**src/rtl/instr_encode_rv.sv**
```systemverilog
// rtl/instr_encode_rv.sv - RV32 field-to-instruction encoder with output FIFO and handshake counter
module instr_encode_rv #(
    parameter int DEPTH       = 2,
    parameter int COUNT_WIDTH = 16
) (
    input  logic                   iwClk,
    input  logic                   iwRst,
    input  logic                   iwInValid,
    output logic                   owInReady,
    input  logic [2:0]             iwFormat,
    input  logic [6:0]             iwOpCode,
    input  logic [2:0]             iwFunct3,
    input  logic [6:0]             iwFunct7,
    input  logic [4:0]             iwRd,
    input  logic [4:0]             iwRs1,
    input  logic [4:0]             iwRs2,
    input  logic [31:0]            iwImmediate,
    output logic                   owOutValid,
    input  logic                   iwOutReady,
    output logic [31:0]            owInstr,
    output logic                   owError,
    output logic [COUNT_WIDTH-1:0] owCount
);

    localparam int AW = (DEPTH > 1) ? $clog2(DEPTH) : 1;

    localparam logic [2:0] FMT_R = 3'd0;
    localparam logic [2:0] FMT_I = 3'd1;
    localparam logic [2:0] FMT_S = 3'd2;
    localparam logic [2:0] FMT_B = 3'd3;
    localparam logic [2:0] FMT_U = 3'd4;
    localparam logic [2:0] FMT_J = 3'd5;

    logic [AW-1:0]          wr_ptr_q, wr_ptr_d;
    logic [AW-1:0]          rd_ptr_q, rd_ptr_d;
    logic [AW:0]            fill_q, fill_d;
    logic [32:0]            mem_q [DEPTH];
    logic [32:0]            mem_d [DEPTH];
    logic [COUNT_WIDTH-1:0] count_q, count_d;
    logic                   live_q, live_d;

    logic [31:0] enc_word;
    logic        enc_err;
    logic        push;
    logic        pop;
    logic        full;
    logic        fits12;
    logic        fits13;
    logic        fits21;

    // Sign-extension checks: every bit above the field's sign bit must match it.
    assign fits12 = (&iwImmediate[31:11]) || (~|iwImmediate[31:11]);
    assign fits13 = (&iwImmediate[31:12]) || (~|iwImmediate[31:12]);
    assign fits21 = (&iwImmediate[31:20]) || (~|iwImmediate[31:20]);

    always_comb begin
        enc_word = '0;
        enc_err  = 1'b0;
        case (iwFormat)
            FMT_R: begin
                enc_word = {iwFunct7, iwRs2, iwRs1, iwFunct3, iwRd, iwOpCode};
            end
            FMT_I: begin
                enc_word = {iwImmediate[11:0], iwRs1, iwFunct3, iwRd, iwOpCode};
                enc_err  = !fits12;
            end
            FMT_S: begin
                enc_word = {iwImmediate[11:5], iwRs2, iwRs1, iwFunct3,
                            iwImmediate[4:0], iwOpCode};
                enc_err  = !fits12;
            end
            FMT_B: begin
                enc_word = {iwImmediate[12], iwImmediate[10:5], iwRs2, iwRs1, iwFunct3,
                            iwImmediate[4:1], iwImmediate[11], iwOpCode};
                enc_err  = !fits13 || iwImmediate[0];
            end
            FMT_U: begin
                enc_word = {iwImmediate[31:12], iwRd, iwOpCode};
                enc_err  = |iwImmediate[11:0];
            end
            FMT_J: begin
                enc_word = {iwImmediate[20], iwImmediate[10:1], iwImmediate[11],
                            iwImmediate[19:12], iwRd, iwOpCode};
                enc_err  = !fits21 || iwImmediate[0];
            end
            default: begin
                enc_word = '0;
                enc_err  = 1'b1;
            end
        endcase
    end

    // Ready comes only from flops so no path exists from iwOutReady to owInReady.
    assign full       = (fill_q == (AW+1)'(DEPTH));
    assign owInReady  = live_q && !full;
    assign owOutValid = (fill_q != '0);
    assign push       = iwInValid && owInReady;
    assign pop        = owOutValid && iwOutReady;
    assign owInstr    = owOutValid ? mem_q[rd_ptr_q][31:0] : 32'd0;
    assign owError    = owOutValid ? mem_q[rd_ptr_q][32] : 1'b0;
    assign owCount    = count_q;

    always_comb begin
        mem_d    = mem_q;
        wr_ptr_d = wr_ptr_q;
        rd_ptr_d = rd_ptr_q;
        count_d  = count_q;
        live_d   = 1'b1;
        fill_d   = fill_q + (AW+1)'(push) - (AW+1)'(pop);
        if (push) begin
            mem_d[wr_ptr_q] = {enc_err, enc_word};
            wr_ptr_d        = wr_ptr_q + AW'(1);
        end
        if (pop) begin
            rd_ptr_d = rd_ptr_q + AW'(1);
            count_d  = count_q + COUNT_WIDTH'(1);
        end
    end

    always_ff @(posedge iwClk or posedge iwRst) begin
        if (iwRst) begin
            wr_ptr_q <= '0;
            rd_ptr_q <= '0;
            fill_q   <= '0;
            count_q  <= '0;
            live_q   <= 1'b0;
            for (int i = 0; i < DEPTH; i++) begin
                mem_q[i] <= '0;
            end
        end else begin
            wr_ptr_q <= wr_ptr_d;
            rd_ptr_q <= rd_ptr_d;
            fill_q   <= fill_d;
            count_q  <= count_d;
            live_q   <= live_d;
            for (int i = 0; i < DEPTH; i++) begin
                mem_q[i] <= mem_d[i];
            end
        end
    end

endmodule

```
**config.mk**
```make
export PLATFORM = sky130hd
export DESIGN_NAME = instr_encode_rv
export DESIGN_NICKNAME = d
export VERILOG_FILES = /design/src/rtl/instr_encode_rv.sv
export SDC_FILE = /design/constraint.sdc
export NUM_CORES = 1
export LEC_CHECK = 0
export ABC_AREA = 1
export CAP_MARGIN = 5
export CORE_MARGIN = 4
export CORE_UTILIZATION = 55
export CTS_BUF_LIST = sky130_fd_sc_hd__clkbuf_4 sky130_fd_sc_hd__clkbuf_8
export DETAILED_ROUTE_END_ITERATION = 16
export GPL_TIMING_DRIVEN = 0
export PLACE_DENSITY = 0.88
export SYNTH_ARGS = -nofsm -noshare
export SYNTH_HDL_FRONTEND = slang
export SYNTH_SLANG_ARGS = --single-unit
```
**constraint.sdc**
```tcl
create_clock -name iwClk -period 5.25 [get_ports iwClk]
set_clock_uncertainty 0.1 [all_clocks]
set_input_delay 1.05 -clock iwClk [delete_from_list [all_inputs] [get_ports iwClk]]
set_output_delay 1.05 -clock iwClk [all_outputs]
set_load 0.1 [all_outputs]
```
==> results of run 1 <==
routing by layer:
metal | track usage (%) | part of all wire (%)
met5 | 0 | 0
met4 | 11.9 | 2.5
met3 | 4.15 | 8.2
met2 | 49.3 | 48
met1 | 39.9 | 41
sequential cells by signal (all words and copies together), names as in the netlist:
signal / flops
owCount: 16
live_q: 1
fill_q: 2
mem_q: 66
rd_ptr_q: 1
wr_ptr_q: 1
per-stage QoR:
step	util [%]	instance area [sq um]	instances
floorplan	-	4760	650
global placement	73.5	6100	876
detailed placement	73.8	6120	877
CTS	76.0	6300	893
global route	76.0	6300	893
finish	76.0	6300	893
worst reg2reg max path, stage by stage (launching register included):
cell	delay [ps]
dfrtp_1	410
inv_2	80
a21boi_2	190
nand2_1	160
ha_1	320
inv_1	40
ha_1	190
xnor2_1	180
xor2_1	180
layout make-up:
cell class / count / area, sq um
Timing Repair Buffer: 122 / 1230
Clock inverter: 6 / 42.5
Buffer: 24 / 106
Sequential cell: 87 / 2180
Tap cell: 105 / 131
Multi-Input combinational cell: 456 / 2160
Clock buffer: 10 / 138
Fill cell: 601 / 2000
Inverter: 83 / 314
cells in the mapped netlist (all sizes together):
master,count,area (sq um)
a21boi,1,11.3
a21oi,35,175
a22o,4,35.0
buf,13,65.1
clkbuf,11,41.3
conb,1,3.75
dfrtp,87,2180
ha,3,37.5
inv,83,312
nand2,239,936
nand3,16,85.1
nand4,2,12.5
nor2,52,251
nor3,3,20.0
o2111ai,1,8.76
o211ai,8,60.1
o21ai,72,360
o221ai,1,8.76
xnor2,3,26.3
xor2,15,131
final timing paths:
check                                       from                    end  slack, ps
setup / recovery            rd_ptr_q$_DFFE_PP0P_            owInstr[20]       1030
hold / removal             mem_q[42]$_DFFE_PP0P_  mem_q[42]$_DFFE_PP0P_        380
setup reg to reg             fill_q[0]$_DFF_PP0_    fill_q[1]$_DFF_PP0_       3330
hold reg to reg            mem_q[42]$_DFFE_PP0P_  mem_q[42]$_DFFE_PP0P_        380
max in group asynchronous                  iwRst  mem_q[55]$_DFFE_PP0P_       3420
min in group asynchronous                  iwRst   mem_q[2]$_DFFE_PP0P_       1000
logic make-up after synthesis:
| logic type | Yosys count | share of synthesized area (%) |
|---|---|---|
| and+or+nand+nor | 312 | 27.4 |
| xor gates and xnor gates | 18 | 3.31 |
| adders and majority gates | 3 | 0.789 |
| other | 1 | 0.0788 |
| buffers and inverters | 107 | 8.78 |
| AOI/OAI and AO/OA | 122 | 13.9 |
| DFF | 87 | 45.8 |
==> impl_metrics.env, run 1 <==
export IMPL_final_cell_mix="nand2_1 (233), clkdlybuf4s50_1 (121), dfrtp_1 (87)"
export IMPL_status="finished clean"
export IMPL_postRouteAntennaNets=0
export IMPL_crit_cells=5
export IMPL_syn_nets=724
export IMPL_rsz0062_at_grt="no"
export IMPL_post_cts_buffers=0
export IMPL_ff2ff_path_depth=8
export IMPL_wl_mm=14.8
export IMPL_cts_clk_slew_worst_paths_ps=90
export IMPL_cts_resized=0
export IMPL_routedWlPerCell_um=16.6
export IMPL_fin_crit_sh_pct=80.3
export IMPL_drv_slew=0
export IMPL_holdBufCountCts=0
export IMPL_worst_pin_slew_ps=1020
export IMPL_core_area_sq_mm=0.00830
export IMPL_worstPathArrival_ps=3070
export IMPL_io_pins=122
export IMPL_clkSinkCount=87
export IMPL_die_w_um=101
export IMPL_dr_total_vias=4880
export IMPL_antenna_found_initial=0
export IMPL_grt_pass1_vias=5001
export IMPL_finalHoldViolCount=0
export IMPL_diodes=0
export IMPL_worst_path_max_fanout=10
export IMPL_layout_setup_ws_ps=1030
export IMPL_gp_congestion=0.961
export IMPL_syn_avg_cell_area_sq_um=7.32
export IMPL_cts_root_buf="clkbuf_8"
export IMPL_finalNetCount=857
export IMPL_path_class="reg2out"
export IMPL_die_y_um=101
export IMPL_pre_cts_ws_ps=1510
export IMPL_clk_path_buf_depth=2
export IMPL_cp_common_cell="clkbuf_1"
export IMPL_cts_htree_levels=3
export IMPL_tritoncts="done"
export IMPL_insertion_delay_ps=360
export IMPL_path_buf_inv=3
export IMPL_grt_max_degree=45
export IMPL_hpwl_mm=10.8
export IMPL_rows=33
export IMPL_start_kind="register"
export IMPL_cp_top_family="buffers and inverters"
export IMPL_drv_cap=0
export IMPL_synth_seq_cells=87
export IMPL_mostFrequentLayoutCell="nand2_1"
export IMPL_drt_iter0_markers=414
export IMPL_finalSetupTns_ps=0
export IMPL_relSlewSlack_pct=31.8
export IMPL_layout_drive_gt1_share_pct=7.11
export IMPL_first_pass_iters=5
export IMPL_hold_class="reg2reg"
export IMPL_drc=0
export IMPL_cts_buffers=9
export IMPL_syn_inst=650
export IMPL_vias_per_cell=5.46
export IMPL_max_stage_delay_ps=1190
export IMPL_ys_types=30
export IMPL_ys_warn_count=0
export IMPL_io_buffers=121
export IMPL_syn2layout_area_growth_pct=32.5
export IMPL_worst_ep_required_time_ps=4100
export IMPL_endpoint_kind="output pin"
export IMPL_initial_core_util_pct=57.3
export IMPL_dieArea_sq_mm=0.0102
export IMPL_fin_crit_ps=4220
export IMPL_grt_pass1_wl_mm=24.1
export IMPL_grt_total_usage_pct=29.9
export IMPL_hold_slack_ps=379
export IMPL_ys_seq_area_share_pct=45.8
export IMPL_crit_chain="clkbuf_1 -> clkbuf_1 -> o21ai_0 -> a21oi_1 -> clkdlybuf4s50_1"
export IMPL_fmax_mhz=237
export IMPL_grt_overflow_total=0
export IMPL_setup_violations=0
export IMPL_synth_area_sq_mm=0.00476
export IMPL_critPathSlowestCell="clkdlybuf4s50_1"
export IMPL_hold_depth=2
Power of run 1 is not shown: default switching activity piles up to over one toggle a cycle in this logic, so the estimate is an artifact.
==> inputs of run 2 (changes only) <==
--- a/config.mk
+++ b/config.mk
@@ -8,11 +8,11 @@
 export ABC_AREA = 1
 export CAP_MARGIN = 5
 export CORE_MARGIN = 4
-export CORE_UTILIZATION = 55
+export CORE_UTILIZATION = 46
 export CTS_BUF_LIST = sky130_fd_sc_hd__clkbuf_4 sky130_fd_sc_hd__clkbuf_8
 export DETAILED_ROUTE_END_ITERATION = 16
 export GPL_TIMING_DRIVEN = 0
-export PLACE_DENSITY = 0.88
+export PLACE_DENSITY = 0.79
 export SYNTH_ARGS = -nofsm -noshare
 export SYNTH_HDL_FRONTEND = slang
 export SYNTH_SLANG_ARGS = --single-unit
==> constraint.sdc (replaced) <==
create_clock -name iwClk -period 3.6 [get_ports iwClk]
set_clock_uncertainty 0.1 [all_clocks]
set_input_delay 0.72 -clock iwClk [delete_from_list [all_inputs] [get_ports iwClk]]
set_output_delay 0.72 -clock iwClk [all_outputs]
set_load 0.1 [all_outputs]
==> impl_metrics.env, run 2 (synthesized netlist as in run 1, its figures left out) <==
export IMPL_cts_resized=29
export IMPL_layout_drive_gt1_share_pct=9.66
export IMPL_finalHoldViolCount=0
export IMPL_rsz0062_at_grt="no"
export IMPL_hold_depth=2
export IMPL_dr_total_vias=4699
export IMPL_tritoncts="done"
export IMPL_largest_reg_flops=66
export IMPL_io_pins=122
export IMPL_path_class="reg2out"
export IMPL_cts_buffers=9
export IMPL_dieArea_sq_mm=0.0120
export IMPL_wl_mm=13.8
export IMPL_diodes=0
export IMPL_drv_cap=0
export IMPL_postRouteAntennaNets=0
export IMPL_vias_per_cell=5.11
export IMPL_largest_register="mem_q"
export IMPL_core_area_sq_mm=0.00991
export IMPL_cts_root_buf="clkbuf_8"
export IMPL_fin_crit_sh_pct=96.4
export IMPL_post_cts_buffers=0
export IMPL_drt_iter0_markers=262
export IMPL_rrSetupSlack_ps=1810
export IMPL_grt_pass1_wl_mm=22.3
export IMPL_first_pass_iters=5
export IMPL_die_y_um=110
export IMPL_hold_class="reg2reg"
export IMPL_final_cell_mix="nand2_1 (233), clkdlybuf4s50_1 (91), dfrtp_1 (87)"
export IMPL_start_kind="register"
export IMPL_insertion_delay_ps=360
export IMPL_antenna_found_initial=0
export IMPL_endpoint_kind="output pin"
export IMPL_grt_pass1_vias=4672
export IMPL_grt_max_degree=64
export IMPL_initial_core_util_pct=48.0
export IMPL_grt_total_usage_pct=23.9
export IMPL_final_util_pct=64.0
export IMPL_hpwl_mm=10.6
export IMPL_mostFrequentLayoutCell="nand2_1"
export IMPL_drc=0
export IMPL_drv_slew=0
export IMPL_syn2layout_area_growth_pct=33.3
export IMPL_routedWlPerCell_um=15.0
export IMPL_relSlewSlack_pct=33.7
export IMPL_holdBufCountCts=0
export IMPL_worstPathArrival_ps=2650
export IMPL_clk_path_buf_depth=2
export IMPL_ff2ff_path_depth=9
export IMPL_fmax_mhz=288
export IMPL_rows=36
export IMPL_worst_path_max_fanout=10
export IMPL_die_w_um=110
export IMPL_cts_htree_levels=3
export IMPL_setup_violations=0
export IMPL_finalNetCount=857
export IMPL_status="finished clean"
export IMPL_io_buffers=121
export IMPL_final_cells=920
export IMPL_dp_cells=905
export IMPL_gp_congestion=0.935
export IMPL_grt_overflow_total=0
export IMPL_worst_ep_required_time_ps=2780
export IMPL_clkSinkCount=87
export IMPL_fin_crit_ps=3470
export IMPL_hold_slack_ps=372
export IMPL_cts_clk_slew_worst_paths_ps=80
export IMPL_worst_pin_slew_ps=992
## run 2: changes by cell type in the layout (fill, tap and decap cells not counted), moves of 2 or more
cell	change
clkdlybuf4s50_1	-30
clkbuf_2	+12
dlygate4sd2_1	+10
a21oi_1	-8
a21oi_2	+8
clkdlybuf4s15_1	+7
bufinv_16	+2
clkinvlp_4	-2
inv_6	-2
## run 2: final timing paths
kind,end,from
min in group asynchronous,mem_q[27]$_DFFE_PP0P_,iwRst
max,owInstr[22],rd_ptr_q$_DFFE_PP0P_
max in group asynchronous,fill_q[1]$_DFF_PP0_,iwRst
min reg2reg,mem_q[35]$_DFFE_PP0P_,mem_q[35]$_DFFE_PP0P_
min,mem_q[35]$_DFFE_PP0P_,mem_q[35]$_DFFE_PP0P_
max reg2reg,fill_q[1]$_DFF_PP0_,fill_q[1]$_DFF_PP0_
## run 2: worst max-delay path, cell delays in order, from the launching register on
cell and delay, ps:
dfrtp_1 320, clkbuf_1 370, clkbuf_1 420, o21ai_0 140, a21oi_1 180, clkdlybuf4s15_1 850
## run 2: cell type report
type / instances / area (sq um)
fill: 892 / 3570
multi-input combinational: 456 / 2200
sequential: 87 / 2180
timing repair buffer: 122 / 1170
inverter: 83 / 314
tap: 133 / 166
clock buffer: 11 / 145
buffer: 24 / 106
clock inverter: 4 / 70.1
## run 2: stage by stage
| stage | setup slack, ps | area (sq um) | setup TNS, ps |
|---|---|---|---|
| floorplan | 95.5 | 4790 | 0 |
| global placement | -776 | 6170 | -67120 |
| detailed placement | 160 | 6200 | 0 |
| CTS | 4.50 | 6380 | 0 |
| global route | 0.295 | 6340 | 0 |
| finish | 129 | 6340 | 0 |
## run 2: routing by layer
layer | share of wire [%] | wire, um | global-route usage, % | up-vias
met3 | 6.7 | 918 | 4.46 | 27
met4 | 2.2 | 302 | 8.64 | 0
met5 | 0 | 0 | 0 | -
met1 | 44 | 6050 | 31.9 | 2194
met2 | 47 | 6490 | 39.0 | 190
li1 | - | - | - | 2288
Power of run 2 is left out for the same reason.
==> inputs of run 3 (changes only) <==
--- a/config.mk
+++ b/config.mk
@@ -7,12 +7,12 @@
 export LEC_CHECK = 0
 export ABC_AREA = 1
 export CAP_MARGIN = 5
-export CORE_MARGIN = 4
 export CORE_UTILIZATION = 46
 export CTS_BUF_LIST = sky130_fd_sc_hd__clkbuf_4 sky130_fd_sc_hd__clkbuf_8
 export DETAILED_ROUTE_END_ITERATION = 16
 export GPL_TIMING_DRIVEN = 0
 export PLACE_DENSITY = 0.79
+export REMOVE_ABC_BUFFERS = 1
 export SYNTH_ARGS = -nofsm -noshare
 export SYNTH_HDL_FRONTEND = slang
 export SYNTH_SLANG_ARGS = --single-unit
==> impl_metrics.env, run 3 (synthesized netlist as in run 1, its figures left out) <==
export IMPL_status="finished clean"
export IMPL_rows=36
export IMPL_fmax_mhz=287
export IMPL_mostFrequentLayoutCell="nand2_1"
export IMPL_grt_total_usage_pct=24.4
export IMPL_finalNetCount=834
export IMPL_setup_violations=0
export IMPL_min_delay_start="mem_q[39]$_DFFE_PP0P_"
export IMPL_vias_per_cell=5.00
export IMPL_rsz0062_at_grt="no"
export IMPL_drt_iter0_markers=222
export IMPL_hpwl_mm=8.98
export IMPL_post_cts_buffers=0
export IMPL_grt_pass1_vias=4318
export IMPL_postRouteAntennaNets=0
export IMPL_insertion_delay_ps=370
export IMPL_layout_setup_ws_ps=119
export IMPL_endpoint_kind="output pin"
export IMPL_path_class="reg2out"
export IMPL_initial_core_util_pct=48.0
export IMPL_clkSinkCount=87
export IMPL_dr_total_vias=4486
export IMPL_first_pass_iters=6
export IMPL_die_y_um=104
export IMPL_multi_input_area_sq_mm=0.00216
export IMPL_largest_register="mem_q"
export IMPL_final_seq_area_sq_mm=0.00218
export IMPL_finalHoldViolCount=0
export IMPL_clk_path_buf_depth=2
export IMPL_drv_cap=0
export IMPL_routedWlPerCell_um=14.1
export IMPL_cts_buffers=9
export IMPL_relSlewSlack_pct=30.6
export IMPL_crit_path_start="fill_q[1]$_DFF_PP0_"
export IMPL_n_fill_cell=904
export IMPL_worstPathArrival_ps=2660
export IMPL_worst_pin_slew_ps=1040
export IMPL_holdBufCountCts=0
export IMPL_wl_mm=12.7
export IMPL_cts_htree_levels=3
export IMPL_start_kind="register"
export IMPL_cts_clk_slew_worst_paths_ps=90
export IMPL_layout_drive_gt1_share_pct=5.88
export IMPL_fin_crit_ps=3480
export IMPL_die_w_um=104
export IMPL_worst_path_max_fanout=35
export IMPL_antenna_found_initial=0
export IMPL_io_buffers=121
export IMPL_finalSetupTns_ps=0
export IMPL_dieArea_sq_mm=0.0108
export IMPL_core_area_sq_mm=0.00991
export IMPL_tritoncts="done"
export IMPL_cts_root_buf="clkbuf_8"
export IMPL_worstReg2RegStart="fill_q[1]$_DFF_PP0_"
export IMPL_largest_reg_flops=66
export IMPL_worst_ep_required_time_ps=2780
export IMPL_final_cell_mix="nand2_1 (233), clkdlybuf4s50_1 (98), dfrtp_1 (86)"
export IMPL_grt_max_degree=69
export IMPL_grt_pass1_wl_mm=20.9
export IMPL_fin_crit_sh_pct=96.7
export IMPL_final_util_pct=64.1
export IMPL_hold_class="reg2reg"
export IMPL_drc=0
export IMPL_grt_overflow_total=0
export IMPL_io_pins=122
export IMPL_syn2layout_area_growth_pct=33.6
export IMPL_drv_slew=0
export IMPL_diodes=0
export IMPL_gp_congestion=0.938
export IMPL_pre_cts_ws_ps=367
run 3: critical path, cell delays in order (launching register included):
cell and delay (ps):
dfrtp_1 400, inv_2 70, nand2_4 330, o21ai_0 150, a21oi_1 170, clkdlybuf4s50_1 1160
run 3: cell type report:
cell class	count	share of cell area, %
timing repair buffer	123	20.5
clock buffer	12	2.40
multi-input combinational	456	34.0
clock inverter	4	1.20
sequential	87	34.3
tap	133	2.62
inverter	83	4.94
run 3: worst paths after layout:
| kind | to | slack (ps) | cells past startpoint |
|---|---|---|---|
| worst max-delay path | owInstr[11] | 120 | 5 |
| worst min-delay path | mem_q[39]$_DFFE_PP0P_ | 370 | 2 |
| worst max register to register | mem_q[64]$_DFFE_PP0P_ | 1070 | 6 |
| worst min register to register | mem_q[39]$_DFFE_PP0P_ | 370 | 2 |
| max in group asynchronous | mem_q[25]$_DFFE_PP0P_ | 2240 | 3 |
| min in group asynchronous | owCount[5]$_DFFE_PP0P_ | 540 | 2 |
run 3: per-stage QoR:
| step | hold slack [ps] | instance area (sq um) | cells |
|---|---|---|---|
| floorplan | 337 | 4650 | 626 |
| finish | 371 | 6360 | 898 |
| CTS | 374 | 6310 | 898 |
| global route | 398 | 6360 | 898 |
| detailed placement | 354 | 6080 | 882 |
| global placement | 348 | 6030 | 880 |
run 3: metal layers:
metal / track usage, % / up-vias / part of all wire, %
met1: 31.5 / 2046 / 45
met5: 0 / - / 0
met2: 40.4 / 174 / 47
li1: - / 2246 / -
met3: 4.15 / 20 / 6.4
met4: 10.7 / 0 / 2.1
run 3: timing repair:
| action | 4_1_cts | 5_1_grt |
|---|---|---|
| resized for setup | 3 | 20 |
| gates cloned | 0 | 0 |
| endpoints found under the setup margin | 3 | 20 |
Power of run 3 is left out for the same reason.
